**config.mk**
```make
export PLATFORM = sky130hd
export DESIGN_NAME = bs_gnrtr_n_rbtr
export DESIGN_NICKNAME = d
export VERILOG_FILES = /design/src/rtl/bs_gnrtr_n_rbtr.sv
export SDC_FILE = /design/constraint.sdc
export NUM_CORES = 1
export LEC_CHECK = 0
export CAP_MARGIN = 5
export CORE_UTILIZATION = 35
export CTS_CLUSTER_DIAMETER = 40
export CTS_CLUSTER_SIZE = 16
export DETAILED_ROUTE_END_ITERATION = 8
export PLACE_DENSITY = 0.77
export SYNTH_ARGS = -nofsm -noshare
export SYNTH_HDL_FRONTEND = slang
export SYNTH_SLANG_ARGS = --single-unit
export TNS_END_PERCENT = 50
```
**constraint.sdc**
```tcl
create_clock -name clk -period 2 [get_ports clk]
set_input_delay 0.2 -clock clk [delete_from_list [all_inputs] [get_ports clk]]
set_output_delay 0.2 -clock clk [all_outputs]
set_load 0.01 [all_outputs]
```
**src/rtl/bs_gnrtr_n_rbtr.sv**
```systemverilog
// Shared-bus emulator and round-robin arbiter.
// Each of `bits` independent buses connects `drvrs` FWFT-FIFO devices.
// One pending device per bus is granted at a time. Its head packet is popped
// and delivered to the addressed device, or to every other device on a broadcast.
// Optional feature: define BS_DROP_CNT_EN to add the per-bus saturating drop_cnt port.
module bs_gnrtr_n_rbtr #(
    parameter int unsigned bits      = 1,
    parameter int unsigned drvrs     = 4,
    parameter int unsigned pckg_sz   = 16,
    parameter logic [7:0]  broadcast = 8'hFF
) (
    input  logic                                    clk,
    input  logic                                    reset,
    input  logic [bits-1:0][drvrs-1:0]              pndng,
    output logic [bits-1:0][drvrs-1:0]              push,
    output logic [bits-1:0][drvrs-1:0]              pop,
    input  logic [bits-1:0][drvrs-1:0][pckg_sz-1:0] D_pop,
    output logic [bits-1:0][drvrs-1:0][pckg_sz-1:0] D_push
`ifdef BS_DROP_CNT_EN
    ,
    output logic [bits-1:0][15:0]                   drop_cnt
`endif
);

    localparam int unsigned IDX_W = (drvrs > 1) ? $clog2(drvrs) : 1;

    typedef enum logic [1:0] {
        S_IDLE = 2'd0,
        S_POP  = 2'd1,
        S_PUSH = 2'd2
    } state_t;

    for (genvar b = 0; b < bits; b++) begin : g_bus
        state_t             state;
        state_t             state_nxt;
        logic [IDX_W-1:0]   rr;
        logic [IDX_W-1:0]   rr_nxt;
        logic [IDX_W-1:0]   src;
        logic [IDX_W-1:0]   src_nxt;
        logic [IDX_W-1:0]   sel;
        logic               found;
        logic [pckg_sz-1:0] pkt;
        logic [pckg_sz-1:0] pkt_nxt;
        logic [pckg_sz-1:0] dpush_q;
        logic [pckg_sz-1:0] dpush_nxt;
        logic [drvrs-1:0]   pop_q;
        logic [drvrs-1:0]   pop_nxt;
        logic [drvrs-1:0]   push_q;
        logic [drvrs-1:0]   push_nxt;
        logic [7:0]         dst;

        assign dst = pkt[pckg_sz-1 -: 8];

        // Round-robin pick: first pending device at or after rr, wrapping
        always_comb begin
            int unsigned j;
            j     = 0;
            sel   = '0;
            found = 1'b0;
            for (int unsigned i = 0; i < drvrs; i++) begin
                j = 32'(rr) + i;
                if (j >= drvrs) begin
                    j = j - drvrs;
                end
                if (!found && pndng[b][IDX_W'(j)]) begin
                    found = 1'b1;
                    sel   = IDX_W'(j);
                end
            end
        end

        // State register
        always_ff @(posedge clk or posedge reset) begin
            if (reset) begin
                state <= S_IDLE;
            end else begin
                state <= state_nxt;
            end
        end

        // Next-state: IDLE -> POP -> PUSH -> IDLE, leaving IDLE only on a grant
        always_comb begin
            state_nxt = state;
            unique case (state)
                S_IDLE:  if (found) state_nxt = S_POP;
                S_POP:   state_nxt = S_PUSH;
                S_PUSH:  state_nxt = S_IDLE;
                default: state_nxt = S_IDLE;
            endcase
        end

        // Output/datapath next values; strobes default low so each lasts one cycle
        always_comb begin
            pop_nxt   = '0;
            push_nxt  = '0;
            pkt_nxt   = pkt;
            src_nxt   = src;
            rr_nxt    = rr;
            dpush_nxt = dpush_q;
            unique case (state)
                S_IDLE: begin
                    if (found) begin
                        pop_nxt[sel] = 1'b1;
                        pkt_nxt      = D_pop[b][sel];
                        src_nxt      = sel;
                    end
                end
                S_POP: begin
                    if (32'(src) + 32'd1 >= drvrs) begin
                        rr_nxt = '0;
                    end else begin
                        rr_nxt = src + IDX_W'(1);
                    end
                    dpush_nxt = pkt;
                    if (dst == broadcast) begin
                        push_nxt      = '1;
                        push_nxt[src] = 1'b0;
                    end else if (32'(dst) < drvrs) begin
                        push_nxt[dst[IDX_W-1:0]] = 1'b1;
                    end
                end
                default: ;
            endcase
        end

        // Registered outputs and per-bus context
        always_ff @(posedge clk or posedge reset) begin
            if (reset) begin
                rr      <= '0;
                src     <= '0;
                pkt     <= '0;
                dpush_q <= '0;
                pop_q   <= '0;
                push_q  <= '0;
            end else begin
                rr      <= rr_nxt;
                src     <= src_nxt;
                pkt     <= pkt_nxt;
                dpush_q <= dpush_nxt;
                pop_q   <= pop_nxt;
                push_q  <= push_nxt;
            end
        end

        assign pop[b]    = pop_q;
        assign push[b]   = push_q;
        assign D_push[b] = {drvrs{dpush_q}};

`ifdef BS_DROP_CNT_EN
        logic        drop;
        logic [15:0] dcnt;

        assign drop = (state == S_POP) && (dst != broadcast) && (32'(dst) >= drvrs);

        // Saturating count of packets whose destination matches no device
        always_ff @(posedge clk or posedge reset) begin
            if (reset) begin
                dcnt <= '0;
            end else if (drop && (dcnt != 16'hFFFF)) begin
                dcnt <= dcnt + 16'd1;
            end
        end

        assign drop_cnt[b] = dcnt;
`endif
    end

endmodule

```
==> results of run 1 <==
## worst paths after layout
| kind | startpoint | slack [ns] | to |
|---|---|---|---|
| min reg2reg | g_bus[0].pkt[0]$_DFFE_PP0P_ | 0.50 | g_bus[0].dpush_q[0]$_DFFE_PP0P_ |
| max | pndng[0] | 0.17 | g_bus[0].pkt[14]$_DFFE_PP0P_ |
| min in group clk | g_bus[0].pkt[0]$_DFFE_PP0P_ | 0.50 | g_bus[0].dpush_q[0]$_DFFE_PP0P_ |
| max in group asynchronous | reset | 1.28 | g_bus[0].pkt[2]$_DFFE_PP0P_ |
| max reg2reg | g_bus[0].rr[1]$_DFFE_PP0P_ | 0.22 | g_bus[0].pkt[5]$_DFFE_PP0P_ |
| min | reset | 0.23 | pop[0]$_DFF_PP0_ |
## registers in the layout (all words and copies together), names as in the netlist
| signal | count |
|---|---|
| g_bus.state | 2 |
| g_bus.src | 2 |
| push | 4 |
| g_bus.rr | 2 |
| pop | 4 |
| g_bus.dpush_q | 16 |
| g_bus.pkt | 16 |
## cell families (layout without fill, tap and decap cells)
| kind of cell | after synthesis | after routing | synth area share |
|---|---|---|---|
| AND/OR/NAND/NOR | 101 | 101 | 0.158 |
| multiplexers | 16 | 16 | 0.0568 |
| adder cells (fa/ha/maj) | 5 | 5 | 0.0222 |
| AO/OA/AOI/OAI | 65 | 65 | 0.172 |
| flip-flops | 46 | 46 | 0.408 |
| buffers and inverters | 73 | 170 | 0.183 |
## worst max-delay path, cell delays in order
cell and delay (ns):
clkdlybuf4s50_1 0.49, buf_4 0.17, nor2b_2 0.23, nor3_2 0.07, o22ai_2 0.25, buf_4 0.22, mux2i_1 0.24, o31ai_1 0.11
## cells in the final DEF, fill, tap and decap left out, types with 3 or more instances in the layout
cell type,instances
a222oi_1,4
o22ai_1,12
buf_12,3
o31ai_1,5
a21oi_1,3
clkdlybuf4s50_1,141
o21ai_0,11
nor2b_1,3
o21ai_1,5
buf_4,12
a221oi_1,12
ha_1,5
nand2_1,57
inv_1,3
clkbuf_8,5
mux2i_1,16
dfrtp_1,46
nor2_1,27
## per-layer routing
layer	part of all wire	vias up
met5	0	-
met1	0.45	1143
met2	0.50	100
li1	-	1208
met4	0.0079	0
met3	0.050	5
## through the flow
stage          cells  TNS (ns)
2_1_floorplan    306         0
3_3_place_gp     497    -0.734
3_5_place_dp     497     -1.87
4_1_cts          505         0
5_1_grt          505         0
6_report         505         0
## final cells by class
class	instances	area, µm²	share of cell area
flip-flops and latches	46	1150	0.278
well taps	102	128	0.0308
repair buffers	156	1560	0.377
clock inverters	3	45.0	0.0109
clock buffers	5	68.8	0.0166
multi-input cells	187	1160	0.281
inverters	6	27.5	0.00664
## where the power goes
| group | switching, mW | total, mW | internal, mW |
|---|---|---|---|
| clock network | 0.307 | 0.679 | 0.372 |
| registers | 0.474 | 1.83 | 1.35 |
| logic | 1.69 | 3.71 | 2.02 |
| total | 2.47 | 6.21 | 3.74 |
## repair_timing
action | in CTS | in global routing
resized for setup | 0 | 1
endpoints found under the setup margin | 0 | 11
hold endpoints to repair | 0 | 0
hold buffers | 0 | 0
==> metrics.md, run 1 <==
| Metric | Value |
|---|---|
| N_diodes | `0` |
| Least-Margin Pin Slew | `approximately 0.59 ns` |
| Final Max Slew Viols | `0` |
| First-pass GRT wire length | `11400 µm` |
| GP Congestion | `approximately 0.82` |
| Data arrival time of the worst path | `roughly 2.0 ns` |
| Cell leakage power | `between 1.5 and 2 nW` |
| GR Util All Layers | `0.171` |
| Post-Synthesis Mean Instance Area | `about 9 µm²` |
| Clock slew at reported path FFs | `around 0.08 ns` |
| Startpoint types | `input pin` |
| Hold WS | `0.232 ns` |
| Crit. End Element | `flip-flop` |
| Num rows | `32` |
| Status | `complete, no violations` |
| Post-synth EDFFs | `0` |
| Required time of the critical path | `about 2.2 ns` |
| DP Worst Slack | `-0.150 ns` |
| Prevailing post-synth register cell | `dfrtp_1` |
| Peak supply drop | `538 µV` |
| Leading cell types by count after synthesis | `57 x nand2_1, 50 x buf_4, 46 x dfrtp_1` |
| Drt pass-1 iters | `5` |
| Vias in the first global route | `approximately 2300` |
| Number of distinct library cells after synthesis | `47` |
| Most used routing layer | `met2` |
| Final WL | `just over 7000 µm` |
| Starting Density | `0.363` |
| Cells after synthesis | `306` |
| CTS Sinks | `46` |
| Routed vias/inst | `between 4 and 5` |
| Setup Skew | `0.00263 ns` |
| Unrepaired setup endpoints after global routing | `no` |
| R2R cell count | `6` |
| Power Density | `between 1000 and 1500 nW/µm²` |
| Routed via count | `between 2000 and 2500` |
| Area Overhead vs Synth | `46.9%` |
| F_max | `about 0.55 GHz` |
| Area share of the largest cell type after synthesis | `0.408` |
| GR Util met1 | `0.225` |
| Syn nets | `381` |
| Final hold vios | `0` |
| Slack of the critical path | `about 0.17 ns` |
| Tcrit/Tclk final | `0.914` |
| Most frequent cell after synthesis | `nand2_1` |
| HP Class | `in2async` |
| Die Wd | `between 90 and 100 µm` |
| YS warnings | `0` |
| GR Util met2 | `0.297` |
| CTS tree | `yes` |
| Largest fanout on the critical path | `8` |
| TritonCTS Buffers | `5` |
| Yosys top cell by area | `dfrtp_1` |
| Design area | `approximately 4100 µm²` |
| Share of cells above drive strength 1 | `0.0893` |
| Final net count | `between 400 and 500` |
| Synth Register Bits | `46` |
| Final min period | `1.83 ns` |
| Seq/Total Area, Yosys | `0.408` |
| Detailed Place HPWL | `~5600 µm` |
| Filler cells | `roughly 750` |
| DRC viols | `0` |
| Postcts setup bufs | `0` |
| Area of the core | `just under 8000 µm²` |
| I/O Buffers | `roughly 140` |
| ANT nets after route | `0` |
| Rel. slew slack | `0.606` |
| CTS max path bufs | `2` |
| Mapped cell area | `2820 µm²` |
| GR Overflow Total | `0` |
| Async set or reset register ratio after synthesis | `1.00` |
| Max cap viols | `0` |
| Initial antenna violation count | `0` |
| Die Y | `between 90 and 100 µm` |
| First DRT Iteration DRCs | `about 150` |
| Finished Core Util | `0.534` |
| Wire per inst | `around 14 µm` |
| Clock Latency Late Sink | `0.29 ns` |
| PnR Total Power | `roughly 6.2 mW` |
| Root buffer cell | `clkbuf_8` |
| Main area contributors after synthesis | `dfrtp_1 41%, buf_4 13%, nand2_1 7.6%, mux2i_1 5.7%, a221oi_1 3.7%` |
| Pin count of the biggest net entering global routing | `29` |
| Top Ports | `142` |
| WS Path Type | `in2reg` |
| Area after DPL | `4020 µm²` |
| H-tree depth | `2` |
| Die area | `about 8400 µm²` |
| Final setup violation count | `0` |
| Grt met3 use | `0.0274` |
No activity file was read; power rests on OpenSTA's default activity.
==> inputs of run 2 (changes only) <==
- CORE_UTILIZATION: 35 -> 41
- PLACE_DENSITY: 0.77 -> 0.87
==> run 2 against run 1 <==
The flow now finishes with violations (design-rule violations). Critical path depth fell by 1. Non-clock buffer count shrank 2. Sequential share of layout area increased by 0.63 points. Hold slack improved by 0.12 ns. Utilization grew 9.0 points. First-iteration DRC count up 24%. Count of clock-buffer cells in the layout grew 2. Register-to-register slack improved by 0.03 ns. Critical path type unchanged. Largest power group unchanged.
==> metrics.md, run 2 (same netlist as run 1, synthesis figures left out) <==
| Metric | Value |
|---|---|
| Status | `finished, violations left` |
| Violated checks | `design-rule violations` |
| Crit. End Element | `flip-flop` |
| Vias in the first global route | `between 2000 and 2500` |
| CTS tree | `yes` |
| Routed vias/inst | `5.36` |
| CTS Sinks | `46` |
| Most frequent cells in the layout | `141 x clkdlybuf4s50_1, 57 x nand2_1, 46 x dfrtp_1, 27 x nor2_1, 16 x mux2i_1` |
| DRC viols | `12` |
| Layout Cells excl Fill | `478` |
| Final min period | `around 1.8 ns` |
| Crit-path slowest cell | `clkdlybuf4s50_1` |
| Max cap viols | `0` |
| ANT nets after route | `0` |
| WS Path Type | `in2reg` |
| Cells after DPL | `470` |
| HP Class | `in2async` |
| GP Congestion | `between 0.9 and 1` |
| First DRT Iteration DRCs | `183` |
| Final hold vios | `0` |
| Commonest non-fill, non-tap cell in the layout | `clkdlybuf4s50_1` |
| Die Wd | `between 80 and 90 µm` |
| CP top delay family | `compound AO/OA/AOI/OAI gates` |
| Area after DPL | `between 3000 and 4000 µm²` |
| Pin count of the biggest net entering global routing | `47` |
| Unrepaired setup endpoints after global routing | `no` |
| Root buffer cell | `clkbuf_8` |
| TritonCTS Buffers | `5` |
| Starting Density | `0.434` |
| Peak supply drop | `between 600 and 700 µV` |
| Final setup violation count | `0` |
| Initial antenna violation count | `0` |
| Top Ports | `roughly 140` |
| Largest fanout on the critical path | `7` |
| Clock slew at reported path FFs | `around 0.090 ns` |
| Area Overhead vs Synth | `43.6%` |
| Power Density | `between 1500 and 2000 nW/µm²` |
| Finished Core Util | `0.624` |
| Crit path cell chain | `clkdlybuf4s50_1, nor2_1, a211o_2, clkinv_4, o2111a_2, a222oi_1, o31ai_1` |
| Die Y | `around 85 µm` |
| Slack of the critical path | `0.228 ns` |
| H-tree depth | `2` |
| N_diodes | `0` |
| Setup Skew | `0.00821 ns` |
| Rel. slew slack | `0.554` |
| Required time of the critical path | `~2.2 ns` |
| I/O Buffers | `~140` |
| Die area | `a little over 7000 µm²` |
| Drt pass-1 iters | `7` |
| CP max stage delay | `0.55 ns` |
| CTS hold repair buffers | `0` |
| Detailed Place HPWL | `~5500 µm` |
| Clock Latency Late Sink | `around 0.30 ns` |
| DP Worst Slack | `-0.189 ns` |
| Crit path buffers/inverters | `2` |
| Wire per inst | `~15 µm` |
| Least-Margin Pin Slew | `between 0.6 and 0.7 ns` |
| GR Util All Layers | `0.204` |
| Final WL | `approximately 7200 µm` |
| Area of the core | `between 6000 and 7000 µm²` |
| Num rows | `29` |
| GR Overflow Total | `0` |
| Tcrit/Tclk final | `0.886` |
| Design area | `just over 4000 µm²` |
| F_max | `between 0.5 and 0.6 GHz` |
| Biggest regs | `g_bus.dpush_q (16), g_bus.pkt (16)` |
| Share of cells above drive strength 1 | `0.0848` |
| First-pass GRT wire length | `11600 µm` |
| Final net count | `~480` |
| Data arrival time of the worst path | `a little under 2 ns` |
| Startpoint types | `input pin` |
| Cell leakage power | `roughly 1.8 nW` |
| Routed via count | `around 2600` |
| Final Max Slew Viols | `0` |
| CTS max path bufs | `2` |
[run 2: changes by cell type in the layout (fill, tap and decap cells not counted), sizes merged]
cell,change
buf,-2
bufinv,-1
clkbuf,+2
clkinv,+1
clkinvlp,-2
[run 2: where the power goes]
part           internal [mW]  switching, mW  leakage, nW
Sequential              1.35          0.494        0.559
Clock                  0.279          0.310       0.0482
Combinational           1.98           1.67         1.16
[run 2: stage by stage]
stage,setup TNS (ns),power (mW),hold WS (ns)
after global routing,0,6.51,0.422
after detailed placement,-2.42,5.50,0.482
final,0,6.08,0.354
after CTS,0,6.08,0.379
after floorplan,0,4.27,0.340
after global placement,-1.27,5.38,0.478
[run 2: path summary, 6_finish.rpt]
path	start	endpoint	slack, ns	cells after the start
setup / recovery	pndng[3]	g_bus[0].pkt[9]$_DFFE_PP0P_	0.23	7
hold / removal	reset	g_bus[0].dpush_q[4]$_DFFE_PP0P_	0.35	3
setup reg to reg	g_bus[0].rr[1]$_DFFE_PP0P_	g_bus[0].pkt[11]$_DFFE_PP0P_	0.25	6
hold reg to reg	g_bus[0].pkt[1]$_DFFE_PP0P_	g_bus[0].dpush_q[1]$_DFFE_PP0P_	0.50	2
max in group asynchronous	reset	g_bus[0].state[0]$_DFFE_PP0P_	1.26	3
min in group clk	g_bus[0].pkt[1]$_DFFE_PP0P_	g_bus[0].dpush_q[1]$_DFFE_PP0P_	0.50	2
[run 2: timing repair]
action                                  in CTS  in global routing
endpoints found under the setup margin       0                 12
gates resized for setup                      0                  2
setup buffers                                0                  0
[run 2: layer usage]
metal / up-vias / routed length [µm] / GRT usage
met2: 147 / 3620 / 0.348
met5: - / 0 / 0
li1: 1204 / - / -
met4: 0 / 113 / 0.0724
met1: 1198 / 2990 / 0.259
met3: 13 / 508 / 0.0399
[run 2: area by class of cell]
cell class,instances,area (µm²)
clock buffers,7,86.3
fillers,546,2440
multi-input cells,187,1160
repair buffers,154,1520
inverters,6,27.5
well taps,77,96.3
clock inverters,1,5.00
flip-flops and latches,46,1150
[run 2: worst reg2reg max path: cells and delay by family, from the launching register on]
kind,cells,cell delay [ns]
flip-flops,1,0.39
buffers and inverters,1,0.20
AND/OR/NAND/NOR,1,0.06
AO/OA/AOI/OAI,4,0.98
==> inputs of run 3 (changes only) <==
--- a/constraint.sdc
+++ b/constraint.sdc
@@ -3,2 +3,2 @@
 set_output_delay 0.2 -clock clk [all_outputs]
-set_load 0.01 [all_outputs]
+set_load 0.05 [all_outputs]
==> results of run 3 <==
The final DEF is identical to that of run 2. Status: finished, violations left: design-rule violations.
Power of run 3 is left out: the tool's default activity adds up to more than one toggle a clock period on the data nets, which glitch-free logic cannot reach.
